==> config.mk <==
export PLATFORM = sky130hd
export DESIGN_NAME = sp_if_order_seq
export DESIGN_NICKNAME = d
export VERILOG_FILES = /design/src/rtl/sp_if_order_seq.sv
export SDC_FILE = /design/constraint.sdc
export NUM_CORES = 1
export LEC_CHECK = 0
export BUFFER_PORTS_ARGS = -buffer_cell sky130_fd_sc_hd__buf_2
export CORE_MARGIN = 2
export CORE_UTILIZATION = 40
export DETAILED_ROUTE_END_ITERATION = 16
export SKIP_LAST_GASP = 1
export SLEW_MARGIN = 20
export SYNTH_ARGS = -nofsm -noshare
export SYNTH_HDL_FRONTEND = slang
export SYNTH_SLANG_ARGS = --single-unit
==> constraint.sdc <==
create_clock -name i_clk156m -period 12.85 [get_ports i_clk156m]
set_input_delay 1.9275 -clock i_clk156m [delete_from_list [all_inputs] [get_ports i_clk156m]]
set_output_delay 1.9275 -clock i_clk156m [all_outputs]
set_load 0.02 [all_outputs]
==> src/rtl/sp_if_order_seq.sv <==
// Order-table sequencer: streams a ROM address range (optionally looping)
// through a credit-limited output FIFO to a ready/valid consumer.
module sp_if_order_seq #(
    parameter int DW      = 32,
    parameter int AW      = 10,
    parameter int NBANK   = 2,
    parameter int ROM_LAT = 2
) (
    input  logic                     i_clk156m,
    input  logic                     i_arst,
    input  logic                     i_start,
    input  logic                     i_stop,
    input  logic                     i_mode_loop,
    input  logic [$clog2(NBANK)-1:0] i_bank_sel,
    input  logic [AW-1:0]            i_start_adr,
    input  logic [AW-1:0]            i_end_adr,
    output logic [AW-1:0]            o_rom_rd_adr,
    output logic [$clog2(NBANK)-1:0] o_rom_bank,
    output logic                     o_rom_rden,
    input  logic [DW-1:0]            i_rom_rd_data,
    output logic [DW-1:0]            o_order_data,
    output logic                     o_order_valid,
    input  logic                     i_order_ready,
    output logic                     o_busy,
    output logic                     o_done,
    output logic                     o_err
);

    localparam int DEPTH = ROM_LAT + 2;
    localparam int PW    = $clog2(DEPTH);
    localparam int CW    = $clog2(DEPTH + 1);
    localparam int BW    = $clog2(NBANK);

    typedef enum logic [1:0] {IDLE, RUN, DRAIN} state_t;

    state_t               state_q, state_d;
    logic [AW-1:0]        start_q, start_d;
    logic [AW-1:0]        end_q, end_d;
    logic [AW-1:0]        nxt_q, nxt_d;
    logic [AW-1:0]        adr_q, adr_d;
    logic [BW-1:0]        bank_q, bank_d;
    logic                 loop_q, loop_d;
    logic                 rden_q, rden_d;
    logic                 err_q, err_d;
    logic                 done_q, done_d;
    logic [ROM_LAT-1:0]   pipe_q, pipe_d;
    logic [DW-1:0]        mem_q [DEPTH];
    logic [DW-1:0]        mem_d [DEPTH];
    logic [PW-1:0]        wr_q, wr_d;
    logic [PW-1:0]        rd_q, rd_d;
    logic [CW-1:0]        cnt_q, cnt_d;
    logic [CW-1:0]        tot_q, tot_d;

    logic issue;
    logic pop;
    logic wr;
    logic room;

    function automatic logic [PW-1:0] ptr_inc(input logic [PW-1:0] p);
        return (p == PW'(DEPTH - 1)) ? '0 : p + 1'b1;
    endfunction

    assign pop  = (cnt_q != '0) && i_order_ready;
    assign wr   = pipe_q[ROM_LAT-1];
    // tot counts FIFO words plus reads issued but not yet written back
    assign room = (tot_q - CW'(pop)) < CW'(DEPTH);

    always_comb begin
        state_d = state_q;
        start_d = start_q;
        end_d   = end_q;
        nxt_d   = nxt_q;
        adr_d   = adr_q;
        bank_d  = bank_q;
        loop_d  = loop_q;
        err_d   = 1'b0;
        done_d  = 1'b0;
        issue   = 1'b0;
        unique case (state_q)
            IDLE: begin
                if (i_start) begin
                    if (i_start_adr <= i_end_adr) begin
                        start_d = i_start_adr;
                        end_d   = i_end_adr;
                        bank_d  = i_bank_sel;
                        loop_d  = i_mode_loop;
                        adr_d   = i_start_adr;
                        issue   = 1'b1;
                        if (i_start_adr == i_end_adr) begin
                            nxt_d   = i_start_adr;
                            state_d = i_mode_loop ? RUN : DRAIN;
                        end else begin
                            nxt_d   = i_start_adr + 1'b1;
                            state_d = RUN;
                        end
                    end else begin
                        err_d = 1'b1;
                    end
                end
            end
            RUN: begin
                if (i_stop) begin
                    state_d = DRAIN;
                end else if (room) begin
                    issue = 1'b1;
                    adr_d = nxt_q;
                    if (nxt_q == end_q) begin
                        if (loop_q) nxt_d = start_q;
                        else        state_d = DRAIN;
                    end else begin
                        nxt_d = nxt_q + 1'b1;
                    end
                end
            end
            DRAIN: begin
                if (tot_q == '0) begin
                    done_d  = 1'b1;
                    state_d = IDLE;
                end
            end
            default: state_d = IDLE;
        endcase
        rden_d = issue;
        pipe_d = (pipe_q << 1) | ROM_LAT'(rden_q);
        tot_d  = tot_q + CW'(issue) - CW'(pop);
        mem_d  = mem_q;
        wr_d   = wr_q;
        rd_d   = rd_q;
        if (wr) begin
            mem_d[wr_q] = i_rom_rd_data;
            wr_d        = ptr_inc(wr_q);
        end
        if (pop) rd_d = ptr_inc(rd_q);
        cnt_d = cnt_q + CW'(wr) - CW'(pop);
    end

    always_ff @(posedge i_clk156m or posedge i_arst) begin
        if (i_arst) begin
            state_q <= IDLE;
            start_q <= '0;
            end_q   <= '0;
            nxt_q   <= '0;
            adr_q   <= '0;
            bank_q  <= '0;
            loop_q  <= 1'b0;
            rden_q  <= 1'b0;
            err_q   <= 1'b0;
            done_q  <= 1'b0;
            pipe_q  <= '0;
            mem_q   <= '{default: '0};
            wr_q    <= '0;
            rd_q    <= '0;
            cnt_q   <= '0;
            tot_q   <= '0;
        end else begin
            state_q <= state_d;
            start_q <= start_d;
            end_q   <= end_d;
            nxt_q   <= nxt_d;
            adr_q   <= adr_d;
            bank_q  <= bank_d;
            loop_q  <= loop_d;
            rden_q  <= rden_d;
            err_q   <= err_d;
            done_q  <= done_d;
            pipe_q  <= pipe_d;
            mem_q   <= mem_d;
            wr_q    <= wr_d;
            rd_q    <= rd_d;
            cnt_q   <= cnt_d;
            tot_q   <= tot_d;
        end
    end

    assign o_rom_rd_adr  = adr_q;
    assign o_rom_bank    = bank_q;
    assign o_rom_rden    = rden_q;
    assign o_order_data  = mem_q[rd_q];
    assign o_order_valid = (cnt_q != '0);
    assign o_busy        = (state_q != IDLE);
    assign o_done        = done_q;
    assign o_err         = err_q;

endmodule

==> impl_metrics.toml <==
[floorplan]
die_w_um = 153
core_area_um2 = 21800
die_h_um = 153
start_util_pct = 40.8
die_area_um2 = 23500
rows = 54
ios = 107

[timing]
clock_skew_ps = 10.7
drv_slew = 0
tns_ps = 0
relSlewSlack_pct = 31.8
fin_crit_ps = 4650
setup_viol = 0
hold_ws_ps = 370
tightestPinTransition_ps = 1020
rsz0062_at_grt = "no"
hold_viol_final = 0
finalCritPeriodShare_pct = 36.2
max_freq_mhz = 215

[worst_setup_path]
cp.required_ps = 13170
cp_max_fo = 23
cp-start-kind = "input pin"
rr_worst_depth = 11
rr_startpoint = "cnt_q[1]$_DFF_PP0_"
worstReg2RegEnd = "tot_q[2]$_DFF_PP0_"
r2r_setup_slack_ps = 9540
critical_path_class = "in -> reg"
cp-end-kind = "register"
arrival_ps = 4960

[clock_tree]
cts.sinks = 187
cts_buffers = 17
post-cts-setup-buffer-count = 0
cts_buffer_depth = 2
cts_root_buffer = "clkbuf_16"
htreeDepth = 4
postCtsHoldBufs = 0
cts_tree = "done"
cts_resized = 0
clk_pin_slew_ps = 70
clk-insertion-delay-late_ps = 430

[placement]
place_inst = 997
port_buffers = 106
placedInstanceArea_um2 = 9700
gp_congestion = 0.878
hpwl_um = 13200

[detailed_routing]
dr_wl_met3_um = 805
wl_met1_um = 8740
drt_wl_total_um = 19500
vias = 5408
drc = 0
wl_per_cell_um = 19.0
ant_nets = 0
vias_per_cell = 5.26
drt-initial-drc-count = 282
top_layer_used = "met4"
met2_length_um = 9660
drtPass1Iterations = 4

[power]
p_clk_share_pct = 19.0
power.switching_mw = 1.02
vdd_ir_drop_max_mv = 0.105
switching_share_pct = 36.6
seq_power_share_pct = 39.6
combPwrFrac_pct = 41.3
p_int_mw = 1.77
cellPowerDensity_nw_per_um2 = 271
leakage_nw = 4.65

[synthesis]
netlist_area_um2 = 8910
yosysTopAreaCell = "dfrtp_1"
synth_edf_count = 0
ys_types = 47
ys.flop_type = "dfrtp_1"
ys_seq_area_share_pct = 52.5
synthTopCellsByArea = "dfrtp_1 53%, mux2_2 19%, mux4_2 8.1%, mux2i_1 3.0%, ha_1 2.9%"
synthCells = 640
async_flop_share_pct = 100
synth_top_area_share_pct = 52.5
avgSynthCellArea_um2 = 13.9
ys_ff_latch = 187
synth_warnings = 0
syn_nets = 722

[layout]
final_core_util_pct = 47.2
stdcell_count = 1029
design_area_um2 = 10300
num_antenna_cells = 0
drive_above_1_share_pct = 45.7
finalNetCount = 818
multiInputGateArea_um2 = 3990
fillers = 1932
area_growth_pct = 15.6
ff_latch_area_um2 = 4680

[global_route]
gr-usage-all-layers_pct = 17.5
grt_max_degree = 79
overflow = 0
grt_pass1_wl_um = 32400
grt_pass1_vias = 6030
antenna_found_initial = 0

[hold_path]
whs_path_depth = 0
hold_class = "reg -> reg"
min_from = "pipe_q[0]$_DFF_PP0_"
min_to = "pipe_q[1]$_DFF_PP0_"

[run_status]
status = "finished, final reports clean"

[flow_run]
maxCapViolCount = 0
[cell type report]
| class | instances | share of cell area [%] |
|---|---|---|
| Inverter | 25 | 0.960 |
| Multi-Input combinational cell | 393 | 38.8 |
| Sequential cell | 187 | 45.5 |
| Tap cell | 280 | 3.40 |
| Clock inverter | 14 | 1.49 |
| Timing Repair Buffer | 112 | 5.63 |
| Clock buffer | 18 | 4.27 |
[metrics by stage]
| step | worst slack (ps) | power [mW] |
|---|---|---|
| 2_1_floorplan | 5840 | 1.94 |
| 3_3_place_gp | 7830 | 2.22 |
| 3_5_place_dp | 7740 | 2.29 |
| 4_1_cts | 8200 | 2.83 |
| 5_1_grt | 7910 | 2.98 |
| 6_report | 8200 | 2.79 |
[worst max-delay path, stage by stage]
cell and delay [ps]:
buf_2 130, ha_1 330, nand4_1 190, nor3_1 80
buf_4 180, o21ai_0 150, and3_1 750, ha_1 360
inv_1 50, ha_1 120, inv_1 50, fa_1 370
xnor2_1 150, xnor2_1 130
[power by group through the flow]
stage	clock [mW]	sequential, mW	combinational (mW)
after floorplan	0	1.04	0.905
after global placement	0	1.09	1.14
after detailed placement	0	1.12	1.17
after CTS	0.544	1.11	1.17
after global routing	0.571	1.14	1.26
final	0.531	1.11	1.15
[logic make-up after synthesis]
group / synth area share (%)
flops: 52.5
fa+ha+maj: 3.40
buf+inv: 2.77
xor+xnor: 2.95
simple gates: 5.06
compound gates: 3.22
mux: 30.1
[how the worst max path moves through the flow]
| stage | end | depth (start not counted) | slack, ps | start |
|---|---|---|---|---|
| 6_report | tot_q[2]$_DFF_PP0_ | 14 | 8200 | i_start_adr[9] |
| 5_1_grt | tot_q[2]$_DFF_PP0_ | 14 | 7910 | i_start_adr[9] |
| 4_1_cts | tot_q[2]$_DFF_PP0_ | 14 | 8200 | i_start_adr[9] |
| 3_5_place_dp | tot_q[2]$_DFF_PP0_ | 14 | 7740 | i_start_adr[9] |
| 3_3_place_gp | tot_q[2]$_DFF_PP0_ | 14 | 7830 | i_start_adr[9] |
| 2_1_floorplan | cnt_q[0]$_DFF_PP0_ | 1 | 5840 | i_arst |
[routing by layer]
| metal | up-vias | global-route usage (%) |
|---|---|---|
| met3 | 23 | 4.14 |
| met4 | 0 | 5.07 |
| li1 | 2497 | - |
| met5 | - | 0 |
| met2 | 99 | 29.0 |
| met1 | 2789 | 22.9 |
[state kept, by name (all words and copies together), names as in the netlist]
register      count
o_done            1
o_rom_rd_adr     10
cnt_q             3
rd_q              2
mem_q           128
pipe_q            2
loop_q            1
tot_q             3
o_err             1
o_rom_bank        1
o_rom_rden        1
end_q            10
wr_q              2
state_q           2
start_q          10
nxt_q            10
[cells in the mapped netlist, drive strengths merged, types with 2 or more instances]
library cell / number
nand4: 6
xor2: 9
buf: 23
dfrtp: 187
nand3: 6
clkbuf: 12
and3: 3
nor4b: 2
nor4: 3
fa: 2
nor3: 7
mux4: 32
o31ai: 3
xnor2: 21
nor3b: 3
nand2: 38
nor2b: 2
nor2: 6
o21ai: 28
mux2i: 27
a21o: 2
a21oi: 5
or2: 3
ha: 21
mux2: 150
inv: 25
nand2b: 2
[cells in the final DEF (no fill, tap or decap), drive strengths merged, types with 7 or more instances in the layout]
cell type / instances
inv: 32
buf: 112
nand2: 38
xnor2: 21
ha: 21
mux4: 32
dfrtp: 187
mux2: 150
mux2i: 27
nor3: 7
o21ai: 28
xor2: 9
clkbuf: 18
(Power assumes the default switching activity.)
